===== config.mk =====
export PLATFORM = sky130hd
export DESIGN_NAME = wb_scoreboard
export DESIGN_NICKNAME = d
export VERILOG_FILES = /design/src/rtl/wb_scoreboard_pkg.sv /design/src/rtl/sb_tag_fifo.sv /design/src/rtl/wb_scoreboard.sv
export SDC_FILE = /design/constraint.sdc
export NUM_CORES = 1
export LEC_CHECK = 0
export CORE_MARGIN = 1.5
export CORE_UTILIZATION = 40
export DETAILED_ROUTE_END_ITERATION = 10
export GPL_TIMING_DRIVEN = 1
export PLACE_DENSITY = 0.73
export RECOVER_POWER = 100
export SLEW_MARGIN = 20
export SYNTH_ARGS = -nofsm -noshare
export SYNTH_HDL_FRONTEND = slang
export SYNTH_SLANG_ARGS = --single-unit

===== constraint.sdc =====
create_clock -name clk -period 3.3 [get_ports clk]
set_input_delay 0.66 -clock clk [delete_from_list [all_inputs] [get_ports clk]]
set_output_delay 0.66 -clock clk [all_outputs]
set_load 0.03 [all_outputs]

===== src/rtl/wb_scoreboard_pkg.sv =====
// Shared definitions for the writeback scoreboard: RV32I opcodes, the NOP
// bubble and per-opcode register-usage decode.
package wb_scoreboard_pkg;

    typedef logic [4:0] reg_idx_t;

    localparam logic [6:0] OP_LUI    = 7'b0110111;
    localparam logic [6:0] OP_AUIPC  = 7'b0010111;
    localparam logic [6:0] OP_JAL    = 7'b1101111;
    localparam logic [6:0] OP_JALR   = 7'b1100111;
    localparam logic [6:0] OP_BRANCH = 7'b1100011;
    localparam logic [6:0] OP_LOAD   = 7'b0000011;
    localparam logic [6:0] OP_STORE  = 7'b0100011;
    localparam logic [6:0] OP_IMM    = 7'b0010011;
    localparam logic [6:0] OP_REG    = 7'b0110011;

    localparam logic [31:0] NOP_INSTR = 32'h0000_0013;

    function automatic logic reads_rs1(input logic [6:0] op);
        case (op)
            OP_JALR, OP_LOAD, OP_STORE, OP_IMM, OP_REG, OP_BRANCH: reads_rs1 = 1'b1;
            default:                                              reads_rs1 = 1'b0;
        endcase
    endfunction

    function automatic logic reads_rs2(input logic [6:0] op);
        case (op)
            OP_STORE, OP_REG, OP_BRANCH: reads_rs2 = 1'b1;
            default:                     reads_rs2 = 1'b0;
        endcase
    endfunction

    function automatic logic writes_rd(input logic [6:0] op);
        case (op)
            OP_LUI, OP_AUIPC, OP_JAL, OP_JALR, OP_LOAD, OP_IMM, OP_REG: writes_rd = 1'b1;
            default:                                                    writes_rd = 1'b0;
        endcase
    endfunction

endpackage


===== src/rtl/sb_tag_fifo.sv =====
// In-order FIFO of destination register tags for in-flight writes.
// Pointers wrap naturally; the occupancy counter is one bit wider.
module sb_tag_fifo
    import wb_scoreboard_pkg::*;
#(
    parameter int DEPTH = 4
) (
    input  logic                   clk,
    input  logic                   rst,
    input  logic                   clr,
    input  logic                   push,
    input  reg_idx_t               push_rd,
    input  logic                   pop,
    output reg_idx_t               head,
    output logic [$clog2(DEPTH):0] count,
    output logic                   full,
    output logic                   empty
);

    localparam int PW = $clog2(DEPTH);

    reg_idx_t        mem_q [DEPTH];
    logic [PW-1:0]   wr_ptr_q;
    logic [PW-1:0]   rd_ptr_q;
    logic [PW:0]     cnt_q;
    logic            do_push_s;
    logic            do_pop_s;

    assign do_push_s = push & ~full;
    assign do_pop_s  = pop & ~empty;

    // Tag storage, pointers and occupancy; clr empties the queue.
    always_ff @(posedge clk or negedge rst) begin
        if (!rst) begin
            wr_ptr_q <= '0;
            rd_ptr_q <= '0;
            cnt_q    <= '0;
            for (int i = 0; i < DEPTH; i++) begin
                mem_q[i] <= 5'd0;
            end
        end else if (clr) begin
            wr_ptr_q <= '0;
            rd_ptr_q <= '0;
            cnt_q    <= '0;
        end else begin
            if (do_push_s) begin
                mem_q[wr_ptr_q] <= push_rd;
                wr_ptr_q        <= wr_ptr_q + PW'(1);
            end
            if (do_pop_s) begin
                rd_ptr_q <= rd_ptr_q + PW'(1);
            end
            case ({do_push_s, do_pop_s})
                2'b10:   cnt_q <= cnt_q + (PW+1)'(1);
                2'b01:   cnt_q <= cnt_q - (PW+1)'(1);
                default: cnt_q <= cnt_q;
            endcase
        end
    end

    assign head  = mem_q[rd_ptr_q];
    assign count = cnt_q;
    assign full  = (cnt_q == (PW+1)'(DEPTH));
    assign empty = (cnt_q == (PW+1)'(0));

endmodule


===== src/rtl/wb_scoreboard.sv =====
// Register scoreboard: refuses issue on RAW/WAW/full hazards by emitting a NOP
// bubble and retires destination tags in order as writebacks return.
module wb_scoreboard
    import wb_scoreboard_pkg::*;
#(
    parameter int   DEPTH  = 4,
    parameter logic FWD_WB = 1'b1
) (
    input  logic                   clk,
    input  logic                   rst,
    input  logic                   issue_valid,
    input  logic [31:0]            issue_instr,
    output logic                   stall,
    output logic [31:0]            instr_out,
    input  logic                   wb_valid,
    input  reg_idx_t               wb_rd,
    input  logic                   flush,
    output logic [31:0]            busy_vec,
    output logic [$clog2(DEPTH):0] inflight_cnt,
    output logic                   tag_err
);

    logic [6:0]  opcode_s;
    reg_idx_t    rs1_s, rs2_s, rd_s;
    logic [31:0] busy_q, busy_d;
    logic        tag_err_q, tag_err_d;
    reg_idx_t    fifo_head_s;
    logic        fifo_full_s, fifo_empty_s;
    logic        fwd_en_s, wr_rd_s;
    logic        haz_rs1_s, haz_rs2_s, haz_rd_s;
    logic        stall_s, accept_s, push_s, pop_s;
    logic [31:0] pop_mask_s, push_mask_s;

    function automatic logic reg_hazard(input reg_idx_t r, input logic [31:0] busy,
                                        input logic fwd_hit);
        return (r != 5'd0) && busy[r] && !fwd_hit;
    endfunction

    assign opcode_s = issue_instr[6:0];
    assign rd_s     = issue_instr[11:7];
    assign rs1_s    = issue_instr[19:15];
    assign rs2_s    = issue_instr[24:20];

    // A retiring write to the FIFO head may release that register this same cycle.
    assign fwd_en_s = FWD_WB & wb_valid & ~fifo_empty_s & (wb_rd == fifo_head_s);

    // Hazard detection, issue acceptance and next-state for busy bits and tag_err.
    always_comb begin
        haz_rs1_s   = reg_hazard(rs1_s, busy_q, fwd_en_s && (fifo_head_s == rs1_s));
        haz_rs2_s   = reg_hazard(rs2_s, busy_q, fwd_en_s && (fifo_head_s == rs2_s));
        haz_rd_s    = reg_hazard(rd_s,  busy_q, fwd_en_s && (fifo_head_s == rd_s));
        wr_rd_s     = writes_rd(opcode_s) && (rd_s != 5'd0);
        stall_s     = issue_valid && (flush
                                      || (reads_rs1(opcode_s) && haz_rs1_s)
                                      || (reads_rs2(opcode_s) && haz_rs2_s)
                                      || (wr_rd_s && (haz_rd_s || fifo_full_s)));
        accept_s    = issue_valid && !stall_s;
        push_s      = accept_s && wr_rd_s;
        pop_s       = !flush && wb_valid && !fifo_empty_s;
        pop_mask_s  = pop_s  ? (32'd1 << fifo_head_s) : 32'd0;
        push_mask_s = push_s ? (32'd1 << rd_s)        : 32'd0;
        busy_d      = flush ? 32'd0
                            : (((busy_q & ~pop_mask_s) | push_mask_s) & 32'hFFFF_FFFE);
        tag_err_d   = tag_err_q
                    || (!flush && wb_valid && (fifo_empty_s || (fifo_head_s != wb_rd)));
    end

    // Busy bits and sticky tag error.
    always_ff @(posedge clk or negedge rst) begin
        if (!rst) begin
            busy_q    <= 32'd0;
            tag_err_q <= 1'b0;
        end else begin
            busy_q    <= busy_d;
            tag_err_q <= tag_err_d;
        end
    end

    sb_tag_fifo #(.DEPTH(DEPTH)) u_fifo (
        .clk     (clk),
        .rst     (rst),
        .clr     (flush),
        .push    (push_s),
        .push_rd (rd_s),
        .pop     (pop_s),
        .head    (fifo_head_s),
        .count   (inflight_cnt),
        .full    (fifo_full_s),
        .empty   (fifo_empty_s)
    );

    assign stall     = stall_s;
    assign instr_out = accept_s ? issue_instr : NOP_INSTR;
    assign busy_vec  = busy_q;
    assign tag_err   = tag_err_q;

endmodule


==> results of run 1 <==
cell usage after synthesis, drive strengths merged (3+ instances only):
cell type  count  share of area (%)
nand2b         8                1.1
a21oi         12                1.5
mux2i         18                3.9
a21o           3               0.48
a221oi         3               0.56
nand3b         3               0.48
o31ai          4               0.64
a31oi          3               0.40
nor4           5               0.81
o21a           3               0.48
clkbuf        19                1.6
xnor2         19                3.7
nor3          13                1.6
and2          36                4.8
o211ai         4               0.64
o21ai         24                2.6
inv           10               0.81
nand4          7               0.94
ha             4                1.1
buf           22                4.0
dfrtp         59                 32
mux4          19                9.3
nor2b         12                1.6
nand3         26                3.1
xor2           3               0.56
nor2          23                1.9
o22ai          5               0.67
nor3b          4               0.64
nand2         52                4.3
mux2          22                6.9
cell families (layout without fill, tap and decap cells):
kind of cell             Yosys count  after routing  share of synthesized area, %
AO/OA/AOI/OAI                     82             82                         12.01
XOR/XNOR                          23             23                         4.781
adder cells (fa/ha/maj)            5              5                         1.504
buffers and inverters             51            284                         6.393
flip-flops                        59             59                         31.69
multiplexers                      59             59                         20.15
other                              1              1                       0.08050
AND/OR/NAND/NOR                  201            201                         23.40
power by group through the flow:
| stage | registers, uW | clock network (uW) | logic, uW |
|---|---|---|---|
| floorplan | 808 | 0 | 543 |
| global placement | 787 | 0 | 910 |
| detailed placement | 789 | 0 | 931 |
| CTS | 778 | 980 | 1010 |
| global route | 781 | 1010 | 1080 |
| finish | 779 | 975 | 1010 |
per-stage QoR:
step | utilization [%] | area, sq um | worst slack (ns)
2_1_floorplan | - | 4841 | 0.004110
3_3_place_gp | 59.67 | 6784 | -0.8872
3_5_place_dp | 59.67 | 6784 | -0.9181
4_1_cts | 65.75 | 7476 | -0.4136
5_1_grt | 65.94 | 7497 | -0.5631
6_report | 65.94 | 7497 | -0.4364
final timing paths:
path                       slack (ns)          startpoint  cells after the start               to
max reg2reg                     -0.24  u_fifo.rd_ptr_q[0]                     15  u_fifo.count[2]
max in group asynchronous        0.78                 rst                      2     busy_vec[21]
min in group asynchronous        1.04                 rst                      1          tag_err
min                              0.46             tag_err                      1          tag_err
max                             -0.44  u_fifo.rd_ptr_q[0]                     12    instr_out[26]
min reg2reg                      0.46             tag_err                      1          tag_err
flip-flops by register name, summed over array words and instances (netlist names):
name	flops
busy_vec	31
u_fifo.mem_q	20
u_fifo.count	3
u_fifo.rd_ptr_q	2
u_fifo.wr_ptr_q	2
tag_err	1
timing repair:
item,CTS,global route
setup endpoints to repair,67,65
resized for setup,80,10
buffers inserted,17,4
pin swaps,11,1
cloned,1,0
metal layers:
layer  track usage, %  wire [um]  vias to the layer above
li1                 -          -                     2194
met1            34.71       6705                     2374
met2            45.88       8095                      237
met3            4.866       1270                       49
met4            14.10        688                        0
met5                0          0                        -
area by class of cell:
type                    count  share of cell area [%]
multi-input cells         371                   41.49
well taps                 143                   2.387
inverters                  10                  0.5007
repair buffers            258                   31.74
clock buffers              12                   3.555
clock inverters             4                  0.6342
flip-flops and latches     59                   19.69
critical path, cell delays in order (launching register included):
cell and delay [ns]:
dfrtp_1 0.38, buf_6 0.13, mux4_2 0.57, xnor2_1 0.22, nand4_1 0.26, nor2_2 0.17, buf_4 0.15, a21oi_2 0.07
nor2_2 0.10, and3_4 0.25, buf_12 0.15, and2_4 0.15, buf_6 0.12
==> run summary, run 1 <==
Status -> complete, but fails checks
Violated checks -> capacitance limit, slew limit, setup timing
# port buffers -> 109
Setup slack after layout -> -0.4364 ns
# Max-Cap Violations -> 1
Initial DRC Count -> 367
Final setup viols -> 63
Sw power -> 857.5 uW
Synth Cell Area -> 4658 sq um
GRT Resource Usage Total -> 27.67%
Worst slew pin tran -> 2.371 ns
Clk_lat worst skew -> 0.33 ns
Seq/Total Area, Yosys -> 31.69%
Power, Total -> 2768 uW
Switch share -> 30.98%
CP required -> 2.64 ns
Share of power burned in registers -> 28.1%
Chip width -> 110.9 um
Filler instances -> 870
Post-synth cell types -> 75
Vias per cell -> 5.664
PwrDens -> 369.2 nW/um^2
Clock Skew -> 0.01263 ns
Final Hold Vio Count -> 0
H-tree depth -> 3
Drt wl/cell -> 19.56 um
Synthesized instance count -> 481
Tmin final -> 3.736 ns
Drt pass-1 iters -> 5
Placed insts -> 820
Internal -> 1911 uW
Arr. time, crit path -> 3.08 ns
TNS Setup -> -18.89 ns
Vias in the first global route -> 5066
Most common cell after layout, fill and taps aside -> buf_4
Period utilization -> 113.2%
Floorplan row count -> 39
First-pass GRT wire length -> 26.75 mm
Leak -> 0.003412 uW
DR vias -> 4854
Diodes inserted -> 0
DIE HEIGHT -> 110.9 um
EDFF count, synth -> 0
Area of the multi-input gates -> 3110 sq um
FF+latch area -> 1476 sq um
Comb pwr share -> 36.6%
Initial antenna violation count -> 0
Commonest non-fill, non-tap cells in the layout -> 131 x buf_4, 59 x dfrtp_1, 50 x nand2_1
Die area -> 12300 sq um
GRT Residual Overflow -> 0
Post-synthesis average cell area -> 9.684 sq um
Fmax -> 267.6 MHz
Final nets -> 756
Synth-to-Final Area Change -> 60.95%
ANT nets after route -> 0
Core Area -> 11370 sq um
HPWL after DPL -> 12.50 mm
Total Routed Length -> 16.76 mm
Ports -> 111
Post-synth ARST share -> 100.0%
Post-Layout Cell Count -> 857
Critical-path maximum fanout -> 18
Max-slew headroom -> -58.05%
# clock sinks -> 59
RSZ-0062 raised after global routing -> yes
Clock buffer depth -> 2
HP Class -> reg2reg
Worst VDD drop -> 0.0001982 V
Hold_ws -> 0.4617 ns
Largest net degree at the start of global routing -> 44
Worst setup SP type -> register
Starting Density -> 40.97%
Clock Power Share -> 35.2%
Placer Congestion -> 0.9115
Post-CTS Hold Fix Bufs -> 0
CTS buffer count -> 9
Synth Flop Type -> dfrtp_1
Final Slew Violations -> 44
CTS tree -> built
Layout cells sized above 1 -> 42.02%
FF+latch count, synth -> 59
Clk pin slew, worst setup/hold paths -> 0.06 ns
Clock Tree Root -> clkbuf_16
CP Class -> reg2out
DRC -> 0
Critical Path Sink Type -> primary output
Post-Syn Nets -> 528
Yosys warnings -> 0
Power figures use the tool's default switching activity.
==> inputs of run 2 (changes only) <==
- TNS_END_PERCENT: not set -> 10
==> run 2 against run 1 <==
The run still ends with capacitance limit, slew limit, setup timing left. Largest power group unchanged. Clock skew down 0.0013 ns. Sequential power about the same. Combinational power about the same.
==> run summary, run 2 (synthesis gave the netlist of run 1 again) <==
Clk_lat worst skew -> 0.33 ns (about the same)
GRT Residual Overflow -> 0 (unchanged)
Most common cell after layout, fill and taps aside -> buf_4
CP endpoint -> instr_out[26]
Core Area -> 11370 sq um (unchanged)
Final Hold Vio Count -> 0 (unchanged)
Worst Setup SP -> u_fifo.rd_ptr_q[0]
Placer Congestion -> 0.9115 (unchanged)
Internal -> 1909 uW (-0.11%)
Final Slew Violations -> 44 (unchanged)
Comb pwr share -> 36.6% (about the same)
CP Depth -> 12 (unchanged)
Max FFs per register -> 31 (unchanged)
Buf/Inv on CP -> 4 (unchanged)
Worst slew pin tran -> 2.388 ns (+0.01705 ns)
Fmax -> 267.9 MHz (+0.11%)
Sw power -> 855.4 uW (-0.25%)
Final Cell Area -> 7482 sq um (-0.20%)
Initial DRC Count -> 359 (-2.2%)
DR vias -> 4851 (-0.062%)
Diodes inserted -> 0 (unchanged)
Chip width -> 110.9 um (unchanged)
Arr. time, crit path -> 3.07 ns (about the same)
Worst VDD drop -> 0.0001979 V (-0.12%)
Power, Total -> 2764 uW (-0.15%)
Die area -> 12300 sq um (unchanged)
Clock Tree Root -> clkbuf_16
RSZ-0062 raised after global routing -> yes
Tmin final -> 3.732 ns (-0.003981 ns)
Post-Layout Cell Count -> 856 (-0.12%)
CTS tree -> built
Synth-to-Final Area Change -> 60.62%
Layout cells sized above 1 -> 41.80% (-0.22 points)
Drt wl/cell -> 19.45 um (-0.55%)
# clock sinks -> 59 (unchanged)
Clock buffer depth -> 2 (unchanged)
Clk pin slew, worst setup/hold paths -> 0.06 ns (about the same)
ANT nets after route -> 0 (unchanged)
Placed insts -> 820 (unchanged)
DRC -> 0 (unchanged)
H-tree depth -> 3 (unchanged)
CTS buffer count -> 9 (unchanged)
CP Class -> reg2out
Floorplan row count -> 39 (unchanged)
Worst reg2reg path depth -> 15 (unchanged)
Post-CTS Hold Fix Bufs -> 0 (unchanged)
DIE HEIGHT -> 110.9 um (unchanged)
Share of power burned in registers -> 28.2% (about the same)
GRT Resource Usage Total -> 27.74% (+0.071 points)
Worst-case register-to-register setup slack -> -0.26 ns (-0.02 ns)
Crit-path leading delay family -> simple AND/OR/NAND/NOR gates
Setup slack after layout -> -0.4325 ns (+0.003981 ns)
HP Class -> reg2reg
CP required -> 2.64 ns (about the same)
Ports -> 111 (unchanged)
Reg-to-Reg End -> u_fifo.count[2]
Commonest non-fill, non-tap cells in the layout -> 130 x buf_4, 59 x dfrtp_1, 50 x nand2_1
Critical-path maximum fanout -> 18 (unchanged)
Total Routed Length -> 16.65 mm (-0.66%)
Slowest stage delay, CP -> 0.57 ns (about the same)
Critical R2R Launch -> u_fifo.rd_ptr_q[0]
HPWL after DPL -> 12.50 mm (unchanged)
Switch share -> 30.95% (about the same)
Vias per cell -> 5.667 (about the same)
Crit path cell chain -> buf_6 > mux4_2 > xnor2_1 > nand4_1 > nor2_2 > buf_4 > a21oi_2 > nor2_2 > and3_4 > buf_12 > and2_4 > buf_6
Max-slew headroom -> -59.18% (-1.1 points)
PwrDens -> 369.4 nW/um^2 (about the same)
Final setup viols -> 64 (+1.6%)
Period utilization -> 113.1% (-0.12 points)
Vias in the first global route -> 5076 (+0.20%)
Final core occ -> 65.81% (-0.13 points)
Placed Instance Area -> 6784 sq um (unchanged)
Initial antenna violation count -> 0 (unchanged)
Critical Path Sink Type -> primary output
# Max-Cap Violations -> 1 (unchanged)
Leak -> 0.003401 uW (-0.32%)
Worst setup SP type -> register
Status -> complete, but fails checks
Clock Power Share -> 35.2% (about the same)
Largest net degree at the start of global routing -> 44 (unchanged)
First-pass GRT wire length -> 26.81 mm (+0.23%)
Slowest-stage cell, CP -> mux4_2
Starting Density -> 40.97% (unchanged)
Final nets -> 755 (-0.13%)
Violated checks -> capacitance limit, slew limit, setup timing
Hold_ws -> 0.4616 ns (-0.00007800 ns)
Drt pass-1 iters -> 5 (unchanged)
# port buffers -> 109 (unchanged)
Clock Skew -> 0.01129 ns (-0.001340 ns)
## run 2: through the flow
stage               worst slack (ns)  setup TNS (ns)
floorplan                   0.004110               0
detailed placement           -0.9181          -48.00
global route                 -0.5671          -29.00
finish                       -0.4325          -18.97
global placement             -0.8872          -45.14
CTS                          -0.4118          -13.83
## run 2: per-layer routing
metal	vias up	global-route usage, %	part of all wire [%]
li1	2193	-	-
met1	2372	34.99	40
met2	238	45.88	49
met3	48	4.702	7.8
met4	0	14.19	4.0
met5	-	0	0
## run 2: power by group through the flow
stage          Combinational, uW  Sequential [uW]  Clock (uW)
2_1_floorplan                543              808           0
3_3_place_gp                 910              787           0
3_5_place_dp                 931              789           0
4_1_cts                     1010              778         980
5_1_grt                     1070              781        1010
6_report                    1010              779         973
## run 2: cell type report
type	count	area [sq um]
sequential	59	1476
multi-input combinational	371	3103
clock buffer	12	266.5
inverter	10	37.54
tap	143	178.9
fill	870	3887
timing repair buffer	257	2372
clock inverter	4	47.55
## run 2: worst reg2reg max path, stage by stage, from the launching register on
cell and delay, ns:
dfrtp_1 0.38, buf_6 0.13, mux4_2 0.57, xnor2_1 0.22, nand4_1 0.26, nor2_2 0.17
buf_4 0.15, a21oi_2 0.07, buf_4 0.14, buf_4 0.13, nor3_2 0.21, nor3_1 0.09
fa_1 0.43, a311oi_2 0.26, nor3_1 0.09, nor3_1 0.17
## run 2: how the worst min path moves through the flow
stage | end | start | cells past startpoint | slack, ns
floorplan | busy_vec[10] | rst | 0 | 0.36
global placement | tag_err | tag_err | 1 | 0.45
detailed placement | tag_err | tag_err | 1 | 0.45
CTS | tag_err | tag_err | 1 | 0.47
global route | tag_err | tag_err | 1 | 0.47
finish | tag_err | tag_err | 1 | 0.46
## run 2: timing repair
item,CTS,global route
buffers inserted,17,2
pin swaps,25,2
cloned,1,0
endpoints found under the setup margin,67,65
resized for setup,80,4
==> inputs of run 3 (changes only) <==
- SETUP_SLACK_MARGIN: not set -> 0.15
==> run 3 against run 2 <==
The flow still finishes with violations (capacitance limit, slew limit, setup timing). Sequential cell count unchanged. Utilization increased by 1.3 points. Sequential share of layout area decreased by 0.37 points. Critical endpoint is now instr_out[31].
==> run summary, run 3 (synthesis gave the netlist of run 1 again) <==
Clk pin slew, worst setup/hold paths -> 0.05 ns (about the same)
H-tree depth -> 3 (unchanged)
Tmin final -> 3.934 ns (+0.2014 ns)
Violated checks -> capacitance limit, slew limit, setup timing
TNS Setup -> -29.16 ns (-10.19 ns)
Final setup viols -> 83 (+30%)
Final Cell Area -> 7625 sq um (+1.9%)
GRT Resource Usage Total -> 28.45% (+0.71 points)
Initial antenna violation count -> 0 (unchanged)
ANT nets after route -> 0 (unchanged)
Period utilization -> 119.2% (+6.1 points)
Final Slew Violations -> 48 (+9.1%)
GRT Residual Overflow -> 0 (unchanged)
Clock Tree Root -> clkbuf_16
Diodes inserted -> 0 (unchanged)
Clk_lat worst skew -> 0.33 ns (about the same)
Status -> complete, but fails checks
# port buffers -> 109 (unchanged)
HP Class -> reg2reg
Power, Total -> 2894 uW (+4.7%)
HPWL after DPL -> 12.19 mm (-2.5%)
Total Routed Length -> 17.48 mm (+5.0%)
Placed insts -> 821 (+0.12%)
Clock Skew -> 0.003948 ns (-0.007347 ns)
Fmax -> 254.2 MHz (-5.1%)
Critical Path Sink Type -> primary output
Post-CTS Hold Fix Bufs -> 0 (unchanged)
Floorplan row count -> 39 (unchanged)
CP Class -> reg2out
Max-slew headroom -> -77.59% (-18 points)
Vias in the first global route -> 5150 (+1.5%)
# Max-Cap Violations -> 1 (unchanged)
Initial DRC Count -> 689 (+92%)
Core Area -> 11370 sq um (unchanged)
Final Hold Vio Count -> 0 (unchanged)
Post-Layout Cell Count -> 859 (+0.35%)
Worst reg2reg path depth -> 15 (unchanged)
Max FFs per register -> 31 (unchanged)
Hold Path Stages -> 1 (unchanged)
Drt wl/cell -> 20.35 um (+4.6%)
CP required -> 2.64 ns (about the same)
Commonest non-fill, non-tap cells in the layout -> 120 x buf_4, 59 x dfrtp_1, 50 x nand2_1
Most common cell after layout, fill and taps aside -> buf_4
RSZ-0062 raised after global routing -> yes
Starting Density -> 40.97% (unchanged)
Layout cells sized above 1 -> 42.74% (+0.94 points)
Die area -> 12300 sq um (unchanged)
Final nets -> 758 (+0.40%)
Placer Congestion -> 0.9581 (+5.1%)
Critical-path maximum fanout -> 12 (-6)
DRC -> 0 (unchanged)
Chip width -> 110.9 um (unchanged)
Filler instances -> 769 (-12%)
Worst-case register-to-register setup slack -> -0.33 ns (-0.07 ns)
Leak -> 0.003434 uW (+0.97%)
Largest net degree at the start of global routing -> 48 (+9.1%)
Final core occ -> 67.06% (+1.3 points)
DR vias -> 5006 (+3.2%)
Clock buffer depth -> 2 (unchanged)
# clock sinks -> 59 (unchanged)
Setup slack after layout -> -0.6339 ns (-0.2014 ns)
Ports -> 111 (unchanged)
Synth-to-Final Area Change -> 63.69%
First-pass GRT wire length -> 27.40 mm (+2.2%)
Vias per cell -> 5.828 (+2.8%)
CTS buffer count -> 9 (unchanged)
CTS tree -> built
Worst setup SP type -> register
Drt pass-1 iters -> 6 (+1)
Placed Instance Area -> 6754 sq um (-0.44%)
Arr. time, crit path -> 3.27 ns (+0.20 ns)
PwrDens -> 379.6 nW/um^2 (+2.8%)
Worst VDD drop -> 0.0002915 V (+47%)
DIE HEIGHT -> 110.9 um (unchanged)
Worst slew pin tran -> 2.664 ns (+0.2761 ns)
## run 3: cell types whose count changed in the layout (fill, tap and decap cells not counted), moves of 3 or more
cell / change
buf_6: +11
buf_4: -10
o21ai_0: -8
o21ai_1: +5
and2_1: -4
and2_4: +4
clkbuf_1: +4
o21ai_2: +3
## run 3: final timing paths
kind / start / endpoint
worst min-delay path: tag_err / tag_err
max in group asynchronous: rst / busy_vec[21]
worst max-delay path: u_fifo.rd_ptr_q[0] / instr_out[31]
worst max register to register: u_fifo.rd_ptr_q[0] / u_fifo.count[2]
min in group asynchronous: rst / u_fifo.mem_q[18]
worst min register to register: tag_err / tag_err
## run 3: layout make-up
type	count	area (sq um)	area share, %
Timing Repair Buffer	260	2427	31.83
Multi-Input combinational cell	371	3161	41.45
Clock buffer	12	246.5	3.233
Inverter	10	37.54	0.4923
Clock inverter	4	97.59	1.280
Sequential cell	59	1476	19.36
Tap cell	143	178.9	2.347
## run 3: repair_timing
item,4_1_cts,5_1_grt
pin swaps,37,18
gates resized for setup,98,22
gates cloned,1,0
buffers inserted,20,1
endpoints found under the setup margin,85,85
## run 3: per-layer routing
layer  vias up  wire (um)  track usage (%)
met3        72       1599            5.960
met2       323       8423            47.08
met5         -          0                0
met4         0        720            13.76
li1       2202          -                -
met1      2409       6738            35.43
## run 3: worst max-delay path, stage by stage (launching register included)
cell     delay, ns
dfrtp_1       0.41
buf_12        0.15
mux4_2        0.63
xnor2_2       0.18
nand4_1       0.25
nor2_4        0.21
buf_4         0.14
a21oi_2       0.06
nor2_2        0.14
and3_4        0.25
buf_12        0.12
buf_12        0.12
and2_4        0.15
buf_6         0.13
## run 3: metrics by stage
stage | hold WS, ns | setup slack [ns]
2_1_floorplan | 0.3644 | 0.02850
3_3_place_gp | 0.4524 | -0.8926
3_5_place_dp | 0.4654 | -0.9231
4_1_cts | 0.4761 | -0.5705
5_1_grt | 0.5052 | -0.7897
6_report | 0.4647 | -0.6339
## run 3: where the power goes
part / internal, uW / leakage (uW) / total, uW / switching [uW]
clock: 758 / 0.000163 / 1090 / 330
sequential: 754 / 0.000815 / 782 / 27.9
combinational: 514 / 0.00246 / 1020 / 511
